### src/rtl/ccg_lut_bank_seq_if.sv
// Config, vector-in, result-out and sweep-control signals of the LUT bank.
interface ccg_lut_bank_seq_if #(
  parameter int NUM_IN  = 4,
  parameter int NUM_OUT = 15,
  parameter int OIDX_W  = (NUM_OUT > 1) ? $clog2(NUM_OUT) : 1
);
  logic                   cfg_valid;
  logic                   cfg_ready;
  logic [OIDX_W-1:0]      cfg_addr;
  logic [(1<<NUM_IN)-1:0] cfg_data;
  logic                   in_valid;
  logic                   in_ready;
  logic [NUM_IN-1:0]      in_x;
  logic                   out_valid;
  logic                   out_ready;
  logic [NUM_OUT-1:0]     out_f;
  logic [NUM_IN-1:0]      out_x;
  logic                   out_last;
  logic                   sweep_start;
  logic                   sweep_busy;
  logic                   sweep_done;

  modport master (
    output cfg_valid, cfg_addr, cfg_data, in_valid, in_x, out_ready, sweep_start,
    input  cfg_ready, in_ready, out_valid, out_f, out_x, out_last, sweep_busy, sweep_done
  );

  modport slave (
    input  cfg_valid, cfg_addr, cfg_data, in_valid, in_x, out_ready, sweep_start,
    output cfg_ready, in_ready, out_valid, out_f, out_x, out_last, sweep_busy, sweep_done
  );
endinterface

### src/rtl/ccg_lut_bank_seq.sv
// Programmable multi-output truth-table bank with exhaustive sweep mode; 2-cycle latency.
// Backpressure: out_ready low freezes both stages; in_ready and cfg_ready drop accordingly.
module ccg_lut_bank_seq #(
  parameter int NUM_IN  = 4,
  parameter int NUM_OUT = 15,
  parameter int OIDX_W  = (NUM_OUT > 1) ? $clog2(NUM_OUT) : 1
) (
  input logic               clk,
  input logic               rst,
  ccg_lut_bank_seq_if.slave bus
);
  localparam int TT_W = 1 << NUM_IN;

  typedef enum logic [1:0] {IDLE, SWEEP, DRAIN} state_t;

  typedef struct packed {
    logic [NUM_IN-1:0] x;
    logic              last;
  } s1_t;

  typedef struct packed {
    logic [NUM_OUT-1:0] f;
    logic [NUM_IN-1:0]  x;
    logic               last;
  } s2_t;

  state_t             state, state_nxt;
  logic [NUM_IN-1:0]  cnt;
  logic [TT_W-1:0]    tt [NUM_OUT];
  logic               s1_vld, s2_vld;
  s1_t                s1_dat, inj_dat;
  s2_t                s2_dat;
  logic [NUM_OUT-1:0] lut_f;
  logic               stall, pipe_empty, inj_vld, cnt_max, cfg_we;

  assign stall      = s2_vld && !bus.out_ready;
  assign pipe_empty = !s1_vld && !s2_vld;
  assign cnt_max    = (cnt == {NUM_IN{1'b1}});
  assign cfg_we     = bus.cfg_valid && bus.cfg_ready;

  always_ff @(posedge clk) begin
    if (rst) state <= IDLE;
    else     state <= state_nxt;
  end

  always_comb begin
    state_nxt = state;
    case (state)
      IDLE:    if (bus.sweep_start)     state_nxt = SWEEP;
      SWEEP:   if (!stall && cnt_max)   state_nxt = DRAIN;
      DRAIN:   if (pipe_empty)          state_nxt = IDLE;
      default:                          state_nxt = IDLE;
    endcase
  end

  // sweep_start wins over in_valid in IDLE; sweep vectors come from cnt.
  always_comb begin
    bus.cfg_ready  = 1'b0;
    bus.in_ready   = 1'b0;
    bus.sweep_done = 1'b0;
    inj_vld        = 1'b0;
    inj_dat        = '{x: bus.in_x, last: 1'b0};
    case (state)
      IDLE: begin
        bus.cfg_ready = pipe_empty;
        bus.in_ready  = !stall && !bus.sweep_start;
        inj_vld       = bus.in_valid && !stall && !bus.sweep_start;
      end
      SWEEP: begin
        inj_vld = !stall;
        inj_dat = '{x: cnt, last: cnt_max};
      end
      DRAIN:   bus.sweep_done = pipe_empty;
      default: ;
    endcase
  end

  assign bus.sweep_busy = (state != IDLE);

  always_ff @(posedge clk) begin
    if (rst)                                 cnt <= '0;
    else if (state == IDLE && bus.sweep_start) cnt <= '0;
    else if (state == SWEEP && !stall)       cnt <= cnt + 1'b1;
  end

  // Out-of-range addresses match no entry and are silently dropped.
  always_ff @(posedge clk) begin
    for (int j = 0; j < NUM_OUT; j++) begin
      if (rst)
        tt[j] <= '0;
      else if (cfg_we && bus.cfg_addr == OIDX_W'(j))
        tt[j] <= bus.cfg_data;
    end
  end

  always_comb begin
    lut_f = '0;
    for (int j = 0; j < NUM_OUT; j++) lut_f[j] = tt[j][s1_dat.x];
  end

  always_ff @(posedge clk) begin
    if (rst) begin
      s1_vld <= 1'b0;
      s2_vld <= 1'b0;
      s1_dat <= '0;
      s2_dat <= '0;
    end else if (!stall) begin
      s1_vld <= inj_vld;
      s2_vld <= s1_vld;
      if (inj_vld) s1_dat <= inj_dat;
      if (s1_vld)  s2_dat <= '{f: lut_f, x: s1_dat.x, last: s1_dat.last};
    end
  end

  assign bus.out_valid = s2_vld;
  assign bus.out_f     = s2_dat.f;
  assign bus.out_x     = s2_dat.x;
  assign bus.out_last  = s2_dat.last;
endmodule

### src/flat_wrapper.sv
// flat-port wrapper written by rule: the top's interface ports become plain ports
module ccg_lut_bank_seq_flat 
#(
  parameter int NUM_IN  = 4,
  parameter int NUM_OUT = 15,
  parameter int OIDX_W  = (NUM_OUT > 1) ? $clog2(NUM_OUT) : 1
)
  (clk, rst, bus_cfg_valid, bus_cfg_addr, bus_cfg_data, bus_in_valid, bus_in_x, bus_out_ready, bus_sweep_start, bus_cfg_ready, bus_in_ready, bus_out_valid, bus_out_f, bus_out_x, bus_out_last, bus_sweep_busy, bus_sweep_done);
  ccg_lut_bank_seq_if #(.NUM_IN(NUM_IN), .NUM_OUT(NUM_OUT), .OIDX_W(OIDX_W)) bus_i ();
  input logic clk;
  input logic rst;
  input wire logic [$bits(bus_i.cfg_valid)-1:0] bus_cfg_valid;
  input wire logic [$bits(bus_i.cfg_addr)-1:0] bus_cfg_addr;
  input wire logic [$bits(bus_i.cfg_data)-1:0] bus_cfg_data;
  input wire logic [$bits(bus_i.in_valid)-1:0] bus_in_valid;
  input wire logic [$bits(bus_i.in_x)-1:0] bus_in_x;
  input wire logic [$bits(bus_i.out_ready)-1:0] bus_out_ready;
  input wire logic [$bits(bus_i.sweep_start)-1:0] bus_sweep_start;
  output wire logic [$bits(bus_i.cfg_ready)-1:0] bus_cfg_ready;
  output wire logic [$bits(bus_i.in_ready)-1:0] bus_in_ready;
  output wire logic [$bits(bus_i.out_valid)-1:0] bus_out_valid;
  output wire logic [$bits(bus_i.out_f)-1:0] bus_out_f;
  output wire logic [$bits(bus_i.out_x)-1:0] bus_out_x;
  output wire logic [$bits(bus_i.out_last)-1:0] bus_out_last;
  output wire logic [$bits(bus_i.sweep_busy)-1:0] bus_sweep_busy;
  output wire logic [$bits(bus_i.sweep_done)-1:0] bus_sweep_done;
  assign bus_i.cfg_valid = bus_cfg_valid;
  assign bus_i.cfg_addr = bus_cfg_addr;
  assign bus_i.cfg_data = bus_cfg_data;
  assign bus_i.in_valid = bus_in_valid;
  assign bus_i.in_x = bus_in_x;
  assign bus_i.out_ready = bus_out_ready;
  assign bus_i.sweep_start = bus_sweep_start;
  assign bus_cfg_ready = bus_i.cfg_ready;
  assign bus_in_ready = bus_i.in_ready;
  assign bus_out_valid = bus_i.out_valid;
  assign bus_out_f = bus_i.out_f;
  assign bus_out_x = bus_i.out_x;
  assign bus_out_last = bus_i.out_last;
  assign bus_sweep_busy = bus_i.sweep_busy;
  assign bus_sweep_done = bus_i.sweep_done;
  ccg_lut_bank_seq #(.NUM_IN(NUM_IN), .NUM_OUT(NUM_OUT), .OIDX_W(OIDX_W)) u_core (.clk(clk), .rst(rst), .bus(bus_i));
endmodule
### config.mk
export PLATFORM = sky130hd
export DESIGN_NAME = ccg_lut_bank_seq_flat
export DESIGN_NICKNAME = d
export VERILOG_FILES = /design/src/rtl/ccg_lut_bank_seq_if.sv /design/src/rtl/ccg_lut_bank_seq.sv /design/src/flat_wrapper.sv
export SDC_FILE = /design/constraint.sdc
export NUM_CORES = 1
export LEC_CHECK = 0
export ABC_AREA = 1
export CORE_MARGIN = 5
export CORE_UTILIZATION = 29
export CTS_CLUSTER_SIZE = 12
export DETAILED_ROUTE_END_ITERATION = 6
export HOLD_SLACK_MARGIN = 0.06
export PLACE_DENSITY_LB_ADDON = 0.3
export SETUP_SLACK_MARGIN = 0.15
export SLEW_MARGIN = 20
export SYNTH_ARGS = -nofsm -noshare
export SYNTH_HDL_FRONTEND = slang
export SYNTH_SLANG_ARGS = --single-unit
### constraint.sdc
create_clock -name clk -period 3.9 [get_ports clk]
set_input_delay 0.39 -clock clk [delete_from_list [all_inputs] [get_ports clk]]
set_output_delay 0.39 -clock clk [all_outputs]
set_load 0.1 [all_outputs]
==> flow_metrics.env <==
export IMPL_fin_area_um2=15500
export IMPL_crit_path_top_delay_cell="clkdlybuf4s50_1"
export IMPL_required_ns=3.51
export IMPL_first_global_vias=9326
export IMPL_antenna_found_initial=3
export IMPL_pre_cts_slack_ns=1.25
export IMPL_wl_per_cell_um=17.0
export IMPL_syn_num_nets=1525
export IMPL_synth_top_family_by_area="simple AND/OR/NAND/NOR gates"
export IMPL_h_tree_depth=2
export IMPL_io_buffers=54
export IMPL_path_clk_slew_ns=0.06
export IMPL_dieArea_um2=50000
export IMPL_synthArstFlopShare_pct=0
export IMPL_drtAntennaViolNets=0
export IMPL_rsz0062_at_grt="no"
export IMPL_worst_slack_ns=1.19
export IMPL_cts_sinks=273
export IMPL_worst_endpoint_arrival_ns=2.32
export IMPL_cp_max_fo=4
export IMPL_leakage_nw=6.52
export IMPL_crit_type="flip-flop to output port"
export IMPL_hold_path_depth=2
export IMPL_grt_busiest_layer="met2"
export IMPL_r2r_end="u_core.bus.out_f[5]$_SDFFE_PP0P_"
export IMPL_drive_above_1_share_pct=11.8
export IMPL_synth_adder_area_share_pct=0.0945
export IMPL_overflow=0
export IMPL_fin_total_pwr_mw=7.72
export IMPL_drv_cap=0
export IMPL_clkPwrFrac_pct=42.2
export IMPL_synth_seq_cells=273
export IMPL_reg2reg_slack_ns=1.24
export IMPL_post_cts_buffers=0
export IMPL_switching_power_mw=2.07
export IMPL_place_gp_congestion=0.762
export IMPL_cp_depth=4
export IMPL_areaGrowthSynthToFinish_pct=17.2
export IMPL_finalCritPeriodShare_pct=69.6
export IMPL_power_density_nw_per_um2=497
export IMPL_slew_headroom_pct=24.4
export IMPL_finalSetupTns_ns=0
export IMPL_r2r_start="u_core.s1_dat[1]$_SDFFE_PP0P_"
export IMPL_syn_area_um2=13200
export IMPL_p_int_mw=5.65
export IMPL_fin_cells=2152
export IMPL_synth_cell_types=26
export IMPL_ioPinCount=55
export IMPL_drt_total_wl_um=36700
export IMPL_min_to="u_core.bus.out_x[2]$_SDFFE_PP0P_"
export IMPL_synth_ff_type="edfxtp_1"
export IMPL_fin_nets=1556
export IMPL_seqPwrFrac_pct=43.8
export IMPL_clock_path_buffers=3
export IMPL_crit_path_max_incr_delay_ns=1.16
export IMPL_fin_hold_ws_ns=0.476
export IMPL_core_um2=45300
export IMPL_drt_pre_antenna_iters=5
export IMPL_fill_cells=4609
export IMPL_cts_tree="built"
export IMPL_yosys_area_share_simple_pct=28.7
export IMPL_min_from="u_core.bus.out_x[2]$_SDFFE_PP0P_"
export IMPL_cts_repair_resized=0
export IMPL_path_cells="inv_2 > nand2_4 > nor2_8 > clkdlybuf4s50_1"
export IMPL_worst_pin_slew_ns=1.13
export IMPL_final_util_pct=34.3
export IMPL_clk_latency_ns=0.51
export IMPL_synth_mux_area_share_pct=0
export IMPL_synth_compound_area_share_pct=1.97
export IMPL_ctsHoldBuffers=0
export IMPL_switching_share_pct=26.9
export IMPL_yosys_warnings=0
export IMPL_final_max_slew_violation_count=0
export IMPL_dp_hpwl_um=20000
export IMPL_hp_class="flip-flop to flip-flop"
export IMPL_vias_per_cell=4.46
export IMPL_outcome="completed"
export IMPL_start_kind="flip-flop"
export IMPL_critical_path_top_delay_family="buffers and inverters"
export IMPL_first_iter_violations=626
export IMPL_syn_inst=1494
export IMPL_grtUsageMet3_pct=2.20
export IMPL_clock_skew_final_ns=0.0119
export IMPL_hold_viol=0
export IMPL_synthXorXnorAreaFrac_pct=0
export IMPL_p_comb_share_pct=14.0
export IMPL_synth_area_per_cell_um2=8.86
export IMPL_fmax_mhz=368
export IMPL_grt_pass1_wl_um=56300
export IMPL_drc_errors=0
export IMPL_die_y_um=224
export IMPL_ir_worst_vdd_uv=242
export IMPL_start_util_pct=29.2
export IMPL_grtUsageMet2_pct=25.1
export IMPL_grt_max_degree=77
export IMPL_crit_buf_inv=2
export IMPL_via_count=9608
export IMPL_rows=78
export IMPL_grtUsageMet1_pct=19.1
export IMPL_ys_seq_area_share_pct=59.4
export IMPL_cts_root_buf="clkbuf_16"
export IMPL_synth_edf_count=240
export IMPL_rr_worst_depth=8
export IMPL_finalSetupViolCount=0
export IMPL_post_route_min_period_ns=2.71
export IMPL_place_area_um2=14400
export IMPL_dp_cells=2089
export IMPL_end_kind="output port"
export IMPL_grt_use_total_pct=14.5
export IMPL_cts_buffers_inserted=34
export IMPL_die_w_um=224
cells in the mapped netlist, types with 4 or more instances:
library cell | count | share of area (%)
buf_6 | 8 | 0.68
buf_1 | 11 | 0.31
dfxtp_1 | 33 | 5.0
nand3_1 | 173 | 6.5
nand3_2 | 7 | 0.53
o21ai_0 | 24 | 0.91
or2_2 | 15 | 0.71
nor2_1 | 240 | 6.8
nor2_2 | 60 | 2.8
buf_2 | 8 | 0.30
inv_2 | 4 | 0.11
edfxtp_1 | 240 | 54
clkbuf_1 | 59 | 1.7
inv_1 | 237 | 6.7
nand2_1 | 323 | 9.2
a21oi_1 | 28 | 1.1
nand3_4 | 8 | 1.1
cell families (layout without fill, tap and decap cells):
family                   Yosys count  count (layout)
flip-flops                       273             273
other                              0               2
AO/OA/AOI/OAI                     52              52
AND/OR/NAND/NOR                  840             840
adder cells (fa/ha/maj)            1               1
buffers and inverters            328             384
worst max path at each step:
stage	from	endpoint	slack, ns
finish	u_core.state[0]$_SDFFE_PP0P_	bus_cfg_ready	1.19
global route	u_core.s1_dat[1]$_SDFFE_PP0P_	u_core.bus.out_f[9]$_SDFFE_PP0P_	0.98
CTS	u_core.state[0]$_SDFFE_PP0P_	bus_cfg_ready	1.16
detailed placement	bus_cfg_addr[0]	u_core.tt[0][27]$_SDFFCE_PN0P_	1.25
global placement	u_core.s1_dat[1]$_SDFFE_PP0P_	u_core.bus.out_f[9]$_SDFFE_PP0P_	1.26
floorplan	u_core.bus.out_valid$_SDFFE_PP0P_	u_core.tt[0][16]$_SDFFCE_PN0P_	0.40
placed cells by master (no fill, tap or decap), types with 27 or more instances in the layout:
master           count
nand2_1            323
nor2_1             240
edfxtp_1           240
inv_1              235
nand3_1            173
nor2_2              60
clkdlybuf4s50_1     53
clkbuf_16           37
dfxtp_1             31
a21oi_1             28
buf_4               27
per-layer routing:
layer,part of all wire [%],wire length (um)
met1,45,16500
met4,2.4,865
met5,0.035,13
met3,4.3,1570
met2,48,17700
worst reg2reg max path, stage by stage (launching register included):
cell and delay, ns:
dfxtp_4 0.80, clkinv_2 0.76, buf_12 0.46, nand2_1 0.13, nand2_1 0.05, nand2_1 0.05, nand3_1 0.09, a21oi_1 0.15
nor2_1 0.06
power groups by stage:
stage / clock [mW] / combinational (mW) / sequential [mW]
2_1_floorplan: 0 / 0.606 / 3.57
3_3_place_gp: 0 / 1.09 / 3.44
3_5_place_dp: 0 / 1.09 / 3.44
4_1_cts: 3.33 / 1.10 / 3.38
5_1_grt: 3.45 / 1.19 / 3.40
6_report: 3.26 / 1.08 / 3.38
state kept, by name, summed over array words and instances, names as in the netlist:
signal                cells
u_core.bus.out_f         15
u_core.bus.out_last       1
u_core.bus.out_valid      1
u_core.bus.out_x          4
u_core.cnt                4
u_core.s1_dat             5
u_core.s1_vld             1
u_core.state              2
u_core.tt               240
layout make-up:
class                      count  area [um^2]  area share [%]
clock buffer                  45          956            6.16
multi-input combinational    893         4070            26.2
timing repair buffer          81          753            4.85
antenna                        2         5.00          0.0322
sequential                   273         7870            50.7
tap                          600          751            4.84
clock inverter                16          204            1.31
inverter                     242          910            5.86
(Power assumes the default switching activity.)
